$ cat src/rtl/uart_pkg.sv
// Shared UART definitions: bit-rate arithmetic, transmitter state
// encoding and parity helper, common to uart_tx and uart_rx.
package uart_pkg;

    typedef enum logic [2:0] {
        IDLE   = 3'd0,
        START  = 3'd1,
        DATA   = 3'd2,
        PARITY = 3'd3,
        STOP   = 3'd4,
        BREAK  = 3'd5
    } tx_state_t;

    function automatic int cycles_per_bit(input int clk_hz, input int bit_rate);
        return clk_hz / bit_rate;
    endfunction

    function automatic logic parity_bit(input logic [15:0] d, input logic odd);
        return (^d) ^ odd;
    endfunction

endpackage

$ cat src/rtl/uart_baud_tick.sv
// Bit-period timer: pulses tick on the last cycle of every bit while
// enabled, reloading on each bit boundary so no drift accumulates.
module uart_baud_tick #(
    parameter int CYCLES = 10
) (
    input  logic clk,
    input  logic reset,
    input  logic en,
    output logic tick
);

    localparam int W = (CYCLES > 1) ? $clog2(CYCLES) : 1;
    localparam logic [W-1:0] RELOAD = W'(CYCLES - 1);

    logic [W-1:0] count;

    always_ff @(posedge clk or posedge reset) begin
        if (reset) begin
            count <= '0;
        end else if (!en || count == '0) begin
            count <= RELOAD;
        end else begin
            count <= count - 1'b1;
        end
    end

    assign tick = en && (count == '0);

endmodule

$ cat src/rtl/uart_tx.sv
// UART transmitter: serialises one byte per strobe into a framed
// line with optional parity and stop count, or sends a line break.
module uart_tx
    import uart_pkg::*;
#(
    parameter int BIT_RATE     = 9600,
    parameter int CLK_HZ       = 50000000,
    parameter int PAYLOAD_BITS = 8,
    parameter int STOP_BITS    = 1,
    parameter int PARITY_EN    = 0,
    parameter int PARITY_ODD   = 0,
    parameter int BREAK_BITS   = 11
) (
    input  logic                    clk,
    input  logic                    reset,
    output logic                    uart_txd,
    output logic                    uart_tx_busy,
    input  logic                    uart_tx_en,
    input  logic [PAYLOAD_BITS-1:0] uart_tx_data,
    input  logic                    uart_tx_break
);

    localparam int CPB = cycles_per_bit(CLK_HZ, BIT_RATE);
    localparam int CNT_MAX = ((PAYLOAD_BITS > BREAK_BITS) ?
                              PAYLOAD_BITS : BREAK_BITS) + 1;
    localparam int BW = $clog2(CNT_MAX + 1);
    localparam logic [BW-1:0] LAST_DATA = BW'(PAYLOAD_BITS - 1);
    localparam logic [BW-1:0] LAST_STOP = BW'(STOP_BITS - 1);
    localparam logic [BW-1:0] BRK_LOW   = BW'(BREAK_BITS);

    tx_state_t               state, state_n;
    logic [PAYLOAD_BITS-1:0] sr, sr_n;
    logic [BW-1:0]           bit_cnt, bit_cnt_n;
    logic                    par_q, par_n;
    logic                    txd_n;
    logic                    tick;

    uart_baud_tick #(
        .CYCLES(CPB)
    ) u_tick (
        .clk  (clk),
        .reset(reset),
        .en   (state != IDLE),
        .tick (tick)
    );

    always_comb begin
        state_n   = state;
        sr_n      = sr;
        bit_cnt_n = bit_cnt;
        par_n     = par_q;
        txd_n     = 1'b1;
        unique case (state)
            IDLE: begin
                if (uart_tx_break) begin
                    state_n   = BREAK;
                    bit_cnt_n = '0;
                    txd_n     = 1'b0;
                end else if (uart_tx_en) begin
                    state_n = START;
                    sr_n    = uart_tx_data;
                    par_n   = parity_bit(16'(uart_tx_data), PARITY_ODD != 0);
                    txd_n   = 1'b0;
                end
            end
            START: begin
                txd_n = 1'b0;
                if (tick) begin
                    state_n   = DATA;
                    bit_cnt_n = '0;
                    txd_n     = sr[0];
                end
            end
            DATA: begin
                txd_n = sr[0];
                if (tick) begin
                    sr_n = sr >> 1;
                    if (bit_cnt == LAST_DATA) begin
                        bit_cnt_n = '0;
                        if (PARITY_EN != 0) begin
                            state_n = PARITY;
                            txd_n   = par_q;
                        end else begin
                            state_n = STOP;
                            txd_n   = 1'b1;
                        end
                    end else begin
                        bit_cnt_n = bit_cnt + 1'b1;
                        txd_n     = sr_n[0];
                    end
                end
            end
            PARITY: begin
                txd_n = par_q;
                if (tick) begin
                    state_n   = STOP;
                    bit_cnt_n = '0;
                    txd_n     = 1'b1;
                end
            end
            STOP: begin
                if (tick) begin
                    if (bit_cnt == LAST_STOP) begin
                        state_n = IDLE;
                    end else begin
                        bit_cnt_n = bit_cnt + 1'b1;
                    end
                end
            end
            BREAK: begin
                // low for BREAK_BITS bit times, then one mark bit
                txd_n = (bit_cnt == BRK_LOW);
                if (tick) begin
                    if (bit_cnt == BRK_LOW) begin
                        state_n = IDLE;
                        txd_n   = 1'b1;
                    end else begin
                        bit_cnt_n = bit_cnt + 1'b1;
                        txd_n     = (bit_cnt_n == BRK_LOW);
                    end
                end
            end
            default: begin
                state_n = IDLE;
            end
        endcase
    end

    always_ff @(posedge clk or posedge reset) begin
        if (reset) begin
            state        <= IDLE;
            sr           <= '0;
            bit_cnt      <= '0;
            par_q        <= 1'b0;
            uart_txd     <= 1'b1;
            uart_tx_busy <= 1'b0;
        end else begin
            state        <= state_n;
            sr           <= sr_n;
            bit_cnt      <= bit_cnt_n;
            par_q        <= par_n;
            uart_txd     <= txd_n;
            uart_tx_busy <= (state_n != IDLE);
        end
    end

endmodule

$ cat config.mk
export PLATFORM = sky130hd
export DESIGN_NAME = uart_tx
export DESIGN_NICKNAME = d
export VERILOG_FILES = /design/src/rtl/uart_pkg.sv /design/src/rtl/uart_baud_tick.sv /design/src/rtl/uart_tx.sv
export SDC_FILE = /design/constraint.sdc
export NUM_CORES = 1
export LEC_CHECK = 0
export ABC_AREA = 1
export CAP_MARGIN = 20
export CORE_MARGIN = 8
export CORE_UTILIZATION = 35
export DETAILED_ROUTE_END_ITERATION = 7
export GPL_ROUTABILITY_DRIVEN = 0
export GPL_TIMING_DRIVEN = 0
export PLACE_DENSITY = 0.64
export REMOVE_ABC_BUFFERS = 1
export SYNTH_ARGS = -nofsm -noshare
export SYNTH_HDL_FRONTEND = slang
export SYNTH_SLANG_ARGS = --single-unit
$ cat constraint.sdc
create_clock -name clk -period 1.5 [get_ports clk]
set_input_delay 0.225 -clock clk [delete_from_list [all_inputs] [get_ports clk]]
set_output_delay 0.225 -clock clk [all_outputs]
set_load 0.01 [all_outputs]
==> results of run 1 <==
-- metal layers --
layer | global-route usage | wire [µm] | vias to the layer above
li1 | - | - | 833
met1 | 0.1356 | 1942 | 710
met5 | 0 | 0 | -
met4 | 0.04608 | 64 | 0
met3 | 0.02786 | 107 | 6
met2 | 0.1550 | 1602 | 24
-- cells by family after synthesis --
group / count (synthesis)
XOR/XNOR: 10
flip-flops: 31
AO/OA/AOI/OAI: 40
buffers and inverters: 45
adder cells (fa/ha/maj): 4
AND/OR/NAND/NOR: 116
-- sequential cells by signal, indices dropped and copies added, names as in the netlist --
signal / flops
u_tick.count: 13
sr: 8
bit_cnt: 4
state: 3
par_q: 1
uart_tx_busy: 1
uart_txd: 1
-- power by group through the flow --
stage,clock network [mW],logic (mW),registers [mW]
2_1_floorplan,0,0.0509,0.852
3_3_place_gp,0,0.0944,0.852
3_5_place_dp,0,0.104,0.852
4_1_cts,0.871,0.105,0.836
5_1_grt,0.911,0.114,0.835
6_report,0.844,0.101,0.836
-- Yosys cell counts, types with 2 or more instances --
cell	n
sky130_fd_sc_hd__inv_2	5
sky130_fd_sc_hd__nand3_1	19
sky130_fd_sc_hd__nand3_2	2
sky130_fd_sc_hd__nand2_1	57
sky130_fd_sc_hd__nor2_2	2
sky130_fd_sc_hd__xnor2_1	9
sky130_fd_sc_hd__nand2_2	3
sky130_fd_sc_hd__o21ai_2	2
sky130_fd_sc_hd__o21ai_1	6
sky130_fd_sc_hd__ha_1	4
sky130_fd_sc_hd__dfrtp_1	30
sky130_fd_sc_hd__nor2_1	22
sky130_fd_sc_hd__a21oi_1	9
sky130_fd_sc_hd__inv_1	38
sky130_fd_sc_hd__o21ai_0	21
sky130_fd_sc_hd__nand4_1	3
-- final cells by class --
cell class	count	area, µm²
Clock inverter	2	35.03
Inverter	43	165.2
Tap cell	70	87.58
Fill cell	524	2735
Sequential cell	31	778.2
Clock buffer	6	82.58
Timing Repair Buffer	23	236.5
Multi-Input combinational cell	170	987.2
-- placed cells by master, fill, tap and decap left out, drive strengths merged, types with 3 or more instances in the layout --
cell type      instances
nor2                  26
o21ai                 30
dfrtp                 30
nand4                  3
nand3                 21
buf                   10
xnor2                  9
a21oi                  9
nand2                 61
ha                     4
inv                   42
clkbuf                 6
clkdlybuf4s50         12
-- path summary, 6_finish.rpt --
path / start / end / slack [ps] / cells past startpoint
worst max-delay path: u_tick.count[9] / sr[0] / -40 / 8
worst max register to register: u_tick.count[9] / sr[0] / -40 / 8
worst min register to register: u_tick.count[0] / u_tick.count[0] / 450 / 1
worst min-delay path: reset / u_tick.count[0] / 300 / 2
min in group clk: u_tick.count[0] / u_tick.count[0] / 450 / 1
max in group asynchronous: reset / uart_txd / 620 / 3
-- timing repair --
item,4_1_cts,5_1_grt
gates resized for setup,16,17
buffers inserted,4,5
endpoints found under the setup margin,28,17
pin swaps,4,4
==> results.txt, run 1 <==
----------------------------------------------------
[Clock tree]
  Number of CTS-inserted buffers ... 5
  Total clock sinks ... 31
  H-Tree Depth ... 2
  Root buffer cell ... sky130_fd_sc_hd__clkbuf_8
  Clock tree from TritonCTS ... built
  Clock Pin Slew Worst Setup and Hold Paths ... 70 ps
  Worst-Skew Late Latency ... 280 ps
  Quantity of hold-fixing buffers added after cts ... 0
  Number of buffers on the longest clock path ... 2

[Synthesis]
  Leading post-synthesis cells by cell area ... sky130_fd_sc_hd__dfrtp_1 (41%), sky130_fd_sc_hd__nand2_1 (12%), sky130_fd_sc_hd__inv_1 (7.7%)
  Main combinational cell family by area after synthesis ... simple AND/OR/NAND/NOR gates
  Multiplexer area fraction after synthesis ... 0
  Share of the synthesized area in the top cell type ... 0.4060
  Primary FF master, synth ... sky130_fd_sc_hd__dfrtp_1
  Number of warnings issued by yosys ... 0
  Mean instance size in the synthesized netlist ... 7.517 µm²
  Seq/Total Area, Yosys ... 0.4202
  Adder-cell share of the synthesized area ... 0.02706
  Simple-gate share of the synthesized area ... 0.2896
  Register bit count reported by yosys ... 31
  Complex-gate fraction of the synthesized area ... 0.1198
  Count of flip-flops with a built-in enable after synthesis ... 0
  Count of different cell masters after synthesis ... 30
  Post-synth top area cell ... sky130_fd_sc_hd__dfrtp_1
  Post-Syn Area ... 1849 µm²
  Fraction of synthesized cell area in xor and xnor cells ... 0.04736
  Synth async-reset ratio ... 1.000
  Post-synthesis instance total ... 246

[Routing]
  Detailed-route vias per instance ... 4.559
  Residual DRC ... 0
  Routed vias ... 1573
  DRC violation total after the first TritonRoute iteration ... 61
  Initial DRT Pass Iterations ... 4
  Antenna Violating Nets Remaining ... 0
  Aggregate routed wire length ... 3716 µm
  Average detailed-routed wire length per instance ... 10.77 µm

[Power]
  Net switching power ... 354.2 µW
  Internal cell power ... 1.427 mW
  Reg power frac ... 0.469
  Peak VDD IR ... 300.0 µV
  Pwr Density ... 750.9 nW/µm²
  Overall power of the completed layout ... 1.781 mW
  Proportion of power drawn by the clock network ... 0.474
  Share of total power in combinational logic ... 0.057
  Static leakage ... 1.122 nW
  Fraction of power spent switching nets ... 0.1988

[GRT]
  Largest net degree at the start of global routing ... 20
  Wire length of the first global-routing pass ... 6327 µm
  Overflow left after global routing ... 0
  Antenna violations before repair ... 0
  GRT Overall Usage ... 0.1038
  Vias in the first global route ... 1434

[Worst setup path]
  Cell with the largest stage delay on the worst path ... sky130_fd_sc_hd__dfrtp_1
  Data arrival time of the critical path ... 1750 ps
  Critical path buffer and inverter count ... 1
  Cell family with most CP delay ... simple AND/OR/NAND/NOR gates
  Category of the critical setup timing path ... reg -> reg
  Sort of element at the start of the critical path ... flop
  Kind of capture point of the worst setup path ... flop
  Largest fanout on the critical path ... 15
  Cell breakdown of the critical path ... nor2_2, nand2_2, nor2_4, nand2_8, o21ai_4, buf_12, nor2_2, a21oi_1
  Worst path max stage delay ... 420 ps
  Data required time at the worst endpoint ... 1710 ps
  Crit path top cell by count ... sky130_fd_sc_hd__nor2_2

[STA]
  Number of hold violations in the final report ... 0
  Setup violations, final ... 11
  Fin. max-slew vios ... 0
  Total negative slack for setup checks ... -241.7 ps
  Post-Route Skew ... 8.399 ps
  Hold Slack ... 295.2 ps
  Pin slew with the least headroom to its limit ... 582.5 ps
  Remaining max-slew budget at the tightest pin ... 0.6113
  Maximum clock rate ... 0.6489 GHz
  Unrepaired setup endpoints after global routing ... true
  Shortest period the worst path allows ... 1541 ps
  Worst Setup Slack, final ... -41.05 ps
  Share of the clock period used by the worst path after layout ... 1.027

[Place]
  Half-perimeter wire length after placement ... 2678 µm
  Area after DPL ... 2078 µm²
  Number of I/O port buffers ... 13
  Cell count after placement ... 328
  Setup WS pre-CTS ... -252.0 ps

[Layout]
  Nets@finish ... 290
  Layout area overhead ... 28.28%
  Post-Layout Cell Count ... 345
  Final std cell area, no fill ... 2372 µm²
  N_diodes ... 0
  Fraction of layout instances using a drive strength above 1 ... 0.2182
  Final core utilization ... 0.4645

[Floorplanning]
  Row Count ... 26
  Initial core utilization ... 0.3621
  DIE WIDTH ... 88.69 µm
  DIE AREA ... 7866 µm²
  Core area ... 5107 µm²
  Number of primary I/O pins ... 14
  Vertical die dimension ... 88.69 µm

[Min path]
  Class of the worst hold path ... in -> async

[Run]
  Number of maximum-capacitance constraint violations ... 0

[Outcome]
  Failing checks ... negative setup slack
  Result of the run ... finished, violations left

----------------------------------------------------
No activity file was read; power rests on OpenSTA's default activity.
==> run 2, diff against run 1 <==
--- a/config.mk
+++ b/config.mk
@@ -10,9 +10,10 @@
 export CORE_MARGIN = 8
 export CORE_UTILIZATION = 35
 export DETAILED_ROUTE_END_ITERATION = 7
+export DONT_BUFFER_PORTS = 1
 export GPL_ROUTABILITY_DRIVEN = 0
 export GPL_TIMING_DRIVEN = 0
-export PLACE_DENSITY = 0.64
+export PLACE_DENSITY = 0.61
 export REMOVE_ABC_BUFFERS = 1
 export SYNTH_ARGS = -nofsm -noshare
 export SYNTH_HDL_FRONTEND = slang
==> run 2 against run 1 <==
  * The run still ends with negative setup slack left
  * Register-to-register slack improved by 20 ps
  * Cell count decreased by 0.29%
  * Setup slack gained 17 ps
  * Routed wire length is 5.4% higher
  * Global-route usage increased by 1.0 points
  * Combinational power fell by 30%
  * Critical path type unchanged
==> results.txt, run 2 (synthesized netlist as in run 1, its figures left out) <==
----------------------------------------------------
[Floorplanning]
  Row Count ... 26 (unchanged)
  DIE WIDTH ... 88.69 µm (unchanged)
  Initial core utilization ... 0.3621 (unchanged)
  Core area ... 5107 µm² (unchanged)
  DIE AREA ... 7866 µm² (unchanged)
  Number of primary I/O pins ... 14 (unchanged)
  Vertical die dimension ... 88.69 µm (unchanged)

[STA]
  Hold Slack ... 65.26 ps (-229.9 ps)
  Pin slew with the least headroom to its limit ... 573.9 ps (-8.529 ps)
  Post-Route Skew ... 9.082 ps (+0.6835 ps)
  Setup violations, final ... 8 (-3)
  Number of hold violations in the final report ... 0 (unchanged)
  Remaining max-slew budget at the tightest pin ... 0.6170 (+0.005693)
  Share of the clock period used by the worst path after layout ... 1.016 (-0.01112)
  Shortest period the worst path allows ... 1524 ps (-16.68 ps)
  Total negative slack for setup checks ... -87.77 ps (+153.9 ps)
  Worst Setup Slack, final ... -24.37 ps (+16.68 ps)
  Fin. max-slew vios ... 0 (unchanged)
  Unrepaired setup endpoints after global routing ... true
  Maximum clock rate ... 0.6560 GHz (+1.1%)

[Clock tree]
  Clock tree from TritonCTS ... built
  Number of buffers on the longest clock path ... 2 (unchanged)
  Clock Pin Slew Worst Setup and Hold Paths ... 70 ps (about the same)
  Total clock sinks ... 31 (unchanged)
  Worst-Skew Late Latency ... 290 ps (about the same)
  Number of CTS-inserted buffers ... 5 (unchanged)
  Root buffer cell ... sky130_fd_sc_hd__clkbuf_8
  H-Tree Depth ... 2 (unchanged)

[Worst setup path]
  Data required time at the worst endpoint ... 1670 ps (-40 ps)
  Data arrival time of the critical path ... 1700 ps (-50 ps)
  Critical R2R Launch ... u_tick.count[0]
  Largest fanout on the critical path ... 10 (-5)
  Start point of the critical path ... u_tick.count[0]
  Kind of capture point of the worst setup path ... flop
  Category of the critical setup timing path ... reg -> reg
  Sort of element at the start of the critical path ... flop

[Min path]
  Hold Path Origin ... uart_tx_data[7]
  Class of the worst hold path ... in -> reg

[GRT]
  Overflow left after global routing ... 0 (unchanged)
  Wire length of the first global-routing pass ... 6927 µm (+9.5%)
  Antenna violations before repair ... 0 (unchanged)
  GRT Overall Usage ... 0.1138 (+0.009972)
  Largest net degree at the start of global routing ... 21 (+5.0%)
  Vias in the first global route ... 1538 (+7.3%)

[Place]
  Setup WS pre-CTS ... -264.2 ps (-12.18 ps)
  Half-perimeter wire length after placement ... 2738 µm (+2.2%)
  Number of I/O port buffers ... 0 (-13)
  Cell count after placement ... 315 (-4.0%)

[Layout]
  Sequential cell area ... 779.5 µm² (+0.16%)
  Final-layout fill cell count ... 493 (-5.9%)
  Fraction of layout instances using a drive strength above 1 ... 0.2810 (+0.06284)
  Max reg flops ... 13 (unchanged)
  Area taken by multi-input logic gates ... 1017 µm² (+3.0%)
  Most common cell after layout, fill and taps aside ... sky130_fd_sc_hd__nand2_1
  Nets@finish ... 289 (-0.34%)
  Most frequent cells in the layout ... sky130_fd_sc_hd__nand2_1 (53), sky130_fd_sc_hd__inv_1 (34), sky130_fd_sc_hd__dfrtp_1 (28), sky130_fd_sc_hd__buf_4 (17)
  Layout area overhead ... 27.67%
  N_diodes ... 0 (unchanged)
  Registers with the most flip-flops ... u_tick.count: 13 flops, sr: 8 flops, bit_cnt: 4 flops
  Biggest register ... u_tick.count
  Post-Layout Cell Count ... 344 (-0.29%)

[Outcome]
  Result of the run ... finished, violations left
  Failing checks ... negative setup slack

[Power]
  Proportion of power drawn by the clock network ... 0.476 (+0.002)
  Pwr Density ... 732.8 nW/µm² (-2.4%)
  Reg power frac ... 0.483 (+0.014)
  Net switching power ... 369.1 µW (+4.2%)
  Static leakage ... 1.134 nW (+1.1%)
  Share of total power in combinational logic ... 0.041 (-0.016)
  Fraction of power spent switching nets ... 0.2133 (+0.01449)
  Peak VDD IR ... 510.9 µV (+70%)
  Internal cell power ... 1.361 mW (-4.6%)

[Run]
  Number of maximum-capacitance constraint violations ... 0 (unchanged)

[Routing]
  Detailed-route vias per instance ... 4.663 (+2.3%)
  Antenna Violating Nets Remaining ... 0 (unchanged)
  Routed vias ... 1604 (+2.0%)
  Initial DRT Pass Iterations ... 4 (unchanged)
  Residual DRC ... 0 (unchanged)
  Aggregate routed wire length ... 3917 µm (+5.4%)
  DRC violation total after the first TritonRoute iteration ... 64 (+4.9%)
  Average detailed-routed wire length per instance ... 11.39 µm (+5.7%)

----------------------------------------------------
run 2: cell types whose count changed in the layout (fill, tap and decap cells not counted), sizes merged:
| cell | change |
|---|---|
| dlygate4sd3 | +1 |
| dlygate4sd2 | -1 |
| clkinv | +1 |
| clkdlybuf4s50 | -12 |
| buf | +11 |
| clkbuf | -1 |
run 2: path summary, 6_finish.rpt:
path,slack [ps],end,cells after the start
setup / recovery,-20,sr[5],8
setup reg to reg,-20,sr[5],8
hold reg to reg,460,u_tick.count[0],1
max in group asynchronous,480,uart_txd,3
min in group asynchronous,430,u_tick.count[0],2
hold / removal,70,sr[7],2
run 2: cell type report:
cell class,instances,area share
Clock buffer,5,0.02915
Sequential cell,31,0.3302
Clock inverter,3,0.01855
Timing Repair Buffer,22,0.08426
Multi-Input combinational cell,170,0.4308
Inverter,43,0.06995
Tap cell,70,0.03710
run 2: power by group through the flow:
stage	sequential, mW	clock [mW]	combinational (mW)
final	0.836	0.824	0.0704
after CTS	0.835	0.859	0.0725
after global routing	0.835	0.899	0.0810
after detailed placement	0.852	0	0.0700
after floorplan	0.852	0	0.0509
after global placement	0.852	0	0.0597
run 2: layer usage:
metal | vias up | wire length [µm] | share of wire | global-route usage
met5 | - | 0 | 0 | 0
met4 | 0 | 68 | 0.017 | 0.05223
met3 | 7 | 226 | 0.058 | 0.03900
met2 | 28 | 1738 | 0.44 | 0.1745
met1 | 733 | 1884 | 0.48 | 0.1393
li1 | 836 | - | - | -
run 2: stage by stage:
| stage | cell area [µm²] | total power, mW | utilization |
|---|---|---|---|
| after floorplan | 1833 | 0.9025 | - |
| after global placement | 1921 | 0.9113 | 0.3760 |
| after detailed placement | 1948 | 0.9215 | 0.3814 |
| after CTS | 2223 | 1.767 | 0.4353 |
| after global routing | 2361 | 1.815 | 0.4623 |
| final | 2361 | 1.730 | 0.4623 |
run 2: what timing repair did:
| action | 4_1_cts | 5_1_grt |
|---|---|---|
| hold endpoints to repair | 11 | 0 |
| setup buffers | 12 | 8 |
| endpoints found under the setup margin | 26 | 17 |
| hold buffers | 1 | 0 |
| gates resized for setup | 15 | 28 |
| pin swaps | 7 | 8 |
run 2: worst max-delay path, stage by stage (launching register included):
cell	delay [ps]
sky130_fd_sc_hd__dfrtp_1	390
sky130_fd_sc_hd__inv_2	80
sky130_fd_sc_hd__ha_4	140
sky130_fd_sc_hd__nand3_4	90
sky130_fd_sc_hd__nor2_8	180
sky130_fd_sc_hd__nand2_8	100
sky130_fd_sc_hd__o21ai_4	180
sky130_fd_sc_hd__buf_6	160
sky130_fd_sc_hd__o21ai_0	80
==> run 3, diff against run 2 <==
==> constraint.sdc (replaced) <==
create_clock -name clk -period 1.5 [get_ports clk]
set_input_delay 0.15 -clock clk [delete_from_list [all_inputs] [get_ports clk]]
set_output_delay 0.15 -clock clk [all_outputs]
set_load 0.01 [all_outputs]
==> run 3 against run 2 <==
  * The flow still finishes with violations (negative setup slack)
  * Clock power about the same
  * Global-route usage is the same
  * Worst hold slack better by 28 ps
  * Maximum frequency hardly changed
  * Count of clock-buffer cells in the layout stayed put
  * Die area is the same
  * Via count barely moved
  * Flip-flop and latch count did not move
  * Register-to-register slack is essentially flat
  * Cell count grew 0.29%
  * Non-clock buffer count grew 1
==> results.txt, run 3 (synthesized netlist as in run 1, its figures left out) <==
----------------------------------------------------
[STA]
  Shortest period the worst path allows ... 1525 ps (+0.4047 ps)
  Setup violations, final ... 8 (unchanged)
  Worst Setup Slack, final ... -24.78 ps (-0.4047 ps)
  Number of hold violations in the final report ... 0 (unchanged)
  Hold Slack ... 92.98 ps (+27.73 ps)
  Share of the clock period used by the worst path after layout ... 1.017 (about the same)
  Post-Route Skew ... 9.074 ps (-0.007860 ps)
  Fin. max-slew vios ... 0 (unchanged)
  Unrepaired setup endpoints after global routing ... true
  Maximum clock rate ... 0.6558 GHz (about the same)
  Pin slew with the least headroom to its limit ... 574.5 ps (+0.5403 ps)
  Remaining max-slew budget at the tightest pin ... 0.6166 (about the same)

[Worst setup path]
  Kind of capture point of the worst setup path ... flop
  Critical register-to-register path endpoint ... sr[5]
  Category of the critical setup timing path ... reg -> reg
  Data arrival time of the critical path ... 1700 ps (about the same)
  Data required time at the worst endpoint ... 1670 ps (about the same)
  Cell count of the worst reg-to-reg path ... 8 (unchanged)
  Largest fanout on the critical path ... 10 (unchanged)
  Start point of the critical path ... u_tick.count[0]
  Register-to-register setup slack ... -20 ps (about the same)
  Sort of element at the start of the critical path ... flop
  Critical R2R Launch ... u_tick.count[0]

[Routing]
  Aggregate routed wire length ... 3918 µm (about the same)
  Routed vias ... 1603 (-0.062%)
  Average detailed-routed wire length per instance ... 11.36 µm (-0.26%)
  Initial DRT Pass Iterations ... 4 (unchanged)
  Antenna Violating Nets Remaining ... 0 (unchanged)
  Residual DRC ... 0 (unchanged)
  Detailed-route vias per instance ... 4.646 (-0.35%)
  DRC violation total after the first TritonRoute iteration ... 61 (-4.7%)

[GRT]
  Wire length of the first global-routing pass ... 6934 µm (+0.10%)
  GRT Overall Usage ... 0.1138 (unchanged)
  Largest net degree at the start of global routing ... 21 (unchanged)
  Antenna violations before repair ... 0 (unchanged)
  Vias in the first global route ... 1541 (+0.20%)
  Overflow left after global routing ... 0 (unchanged)

[Layout]
  Registers with the most flip-flops ... u_tick.count: 13 flops, sr: 8 flops, bit_cnt: 4 flops
  Most common cell after layout, fill and taps aside ... sky130_fd_sc_hd__nand2_1
  Biggest register ... u_tick.count
  Final-layout fill cell count ... 492 (-0.20%)
  Fraction of layout instances using a drive strength above 1 ... 0.2800 (-0.001022)
  Max reg flops ... 13 (unchanged)
  Layout area overhead ... 28.21%
  Area taken by multi-input logic gates ... 1017 µm² (unchanged)
  Nets@finish ... 290 (+0.35%)
  Most frequent cells in the layout ... sky130_fd_sc_hd__nand2_1 (53), sky130_fd_sc_hd__inv_1 (34), sky130_fd_sc_hd__dfrtp_1 (28), sky130_fd_sc_hd__buf_4 (17)
  N_diodes ... 0 (unchanged)
  Sequential cell area ... 779.5 µm² (unchanged)
  Final core utilization ... 0.4642 (+0.001960)

[Floorplanning]
  Core area ... 5107 µm² (unchanged)
  DIE WIDTH ... 88.69 µm (unchanged)
  Number of primary I/O pins ... 14 (unchanged)
  Vertical die dimension ... 88.69 µm (unchanged)
  Row Count ... 26 (unchanged)
  DIE AREA ... 7866 µm² (unchanged)
  Initial core utilization ... 0.3621 (unchanged)

[Min path]
  Class of the worst hold path ... in -> reg
  Hold Path End ... sr[3]
  Worst hold stages ... 4 (+2)
  Hold Path Origin ... uart_tx_data[3]

[Clock tree]
  Clock Pin Slew Worst Setup and Hold Paths ... 70 ps (about the same)
  Number of CTS-inserted buffers ... 5 (unchanged)
  H-Tree Depth ... 2 (unchanged)
  Clock tree from TritonCTS ... built
  Total clock sinks ... 31 (unchanged)
  Worst-Skew Late Latency ... 290 ps (about the same)
  Number of buffers on the longest clock path ... 2 (unchanged)
  Root buffer cell ... sky130_fd_sc_hd__clkbuf_8

[Power]
  Peak VDD IR ... 510.4 µV (about the same)
  Static leakage ... 1.138 nW (+0.37%)
  Pwr Density ... 730.5 nW/µm² (-0.32%)

[Outcome]
  Failing checks ... negative setup slack
  Result of the run ... finished, violations left

[Place]
  Half-perimeter wire length after placement ... 2738 µm (unchanged)
  Number of I/O port buffers ... 0 (unchanged)
  Setup WS pre-CTS ... -264.2 ps (unchanged)

[Run]
  Number of maximum-capacitance constraint violations ... 0 (unchanged)

----------------------------------------------------
==> run 3: changes by cell type in the layout (fill, tap and decap cells not counted), sizes merged <==
cell,previous run,this run
dlygate4sd3,1,2
==> run 3: area by class of cell <==
class | instances | share of cell area
clock buffer | 5 | 0.02902
clock inverter | 3 | 0.01847
inverter | 43 | 0.06966
multi-input combinational | 170 | 0.4290
sequential | 31 | 0.3288
tap | 70 | 0.03694
timing repair buffer | 23 | 0.08813
==> run 3: where the power goes <==
part | leakage [nW] | internal, mW | switching [mW] | total, mW
combinational | 0.735 | 0.0332 | 0.0394 | 0.0726
clock | 0.0581 | 0.494 | 0.330 | 0.824
sequential | 0.344 | 0.836 | 0 | 0.836
total | 1.14 | 1.36 | 0.369 | 1.73
==> run 3: per-stage QoR <==
stage	total power [mW]	std cells	setup TNS, ps	instance area [µm²]
2_1_floorplan	0.9025	244	-555.4	1833
3_3_place_gp	0.9113	314	-3108	1921
3_5_place_dp	0.9215	315	-3354	1948
4_1_cts	1.769	337	0	2233
5_1_grt	1.817	345	-1458	2371
6_report	1.732	345	-93.49	2371
==> run 3: worst max-delay path: stages, from the launching register on <==
cell                      delay, ps
sky130_fd_sc_hd__dfrtp_1        390
sky130_fd_sc_hd__inv_2           80
sky130_fd_sc_hd__ha_4           140
sky130_fd_sc_hd__nand3_4         90
sky130_fd_sc_hd__nor2_8         180
sky130_fd_sc_hd__nand2_8        100
sky130_fd_sc_hd__o21ai_4        180
sky130_fd_sc_hd__buf_6          160
sky130_fd_sc_hd__o21ai_0         80
==> run 3: timing repair <==
item | in CTS | in global routing
endpoints found under the hold margin | 12 | 0
hold buffers | 2 | 0
pin swaps | 7 | 8
setup endpoints to repair | 26 | 17
buffers inserted | 12 | 8
resized for setup | 15 | 28
==> run 3: how the worst max path moves through the flow <==
stage / to / depth (start not counted)
floorplan: sr[0] / 8
global placement: sr[5] / 7
detailed placement: sr[0] / 8
CTS: uart_tx_busy / 11
global route: uart_txd / 10
finish: sr[5] / 8
==> run 3: per-layer routing <==
layer / vias to the layer above / track usage / wire length [µm]
met5: - / 0 / 0
met4: 0 / 0.05223 / 68
met3: 7 / 0.03714 / 216
met2: 28 / 0.1745 / 1743
met1: 731 / 0.1404 / 1890
li1: 837 / - / -
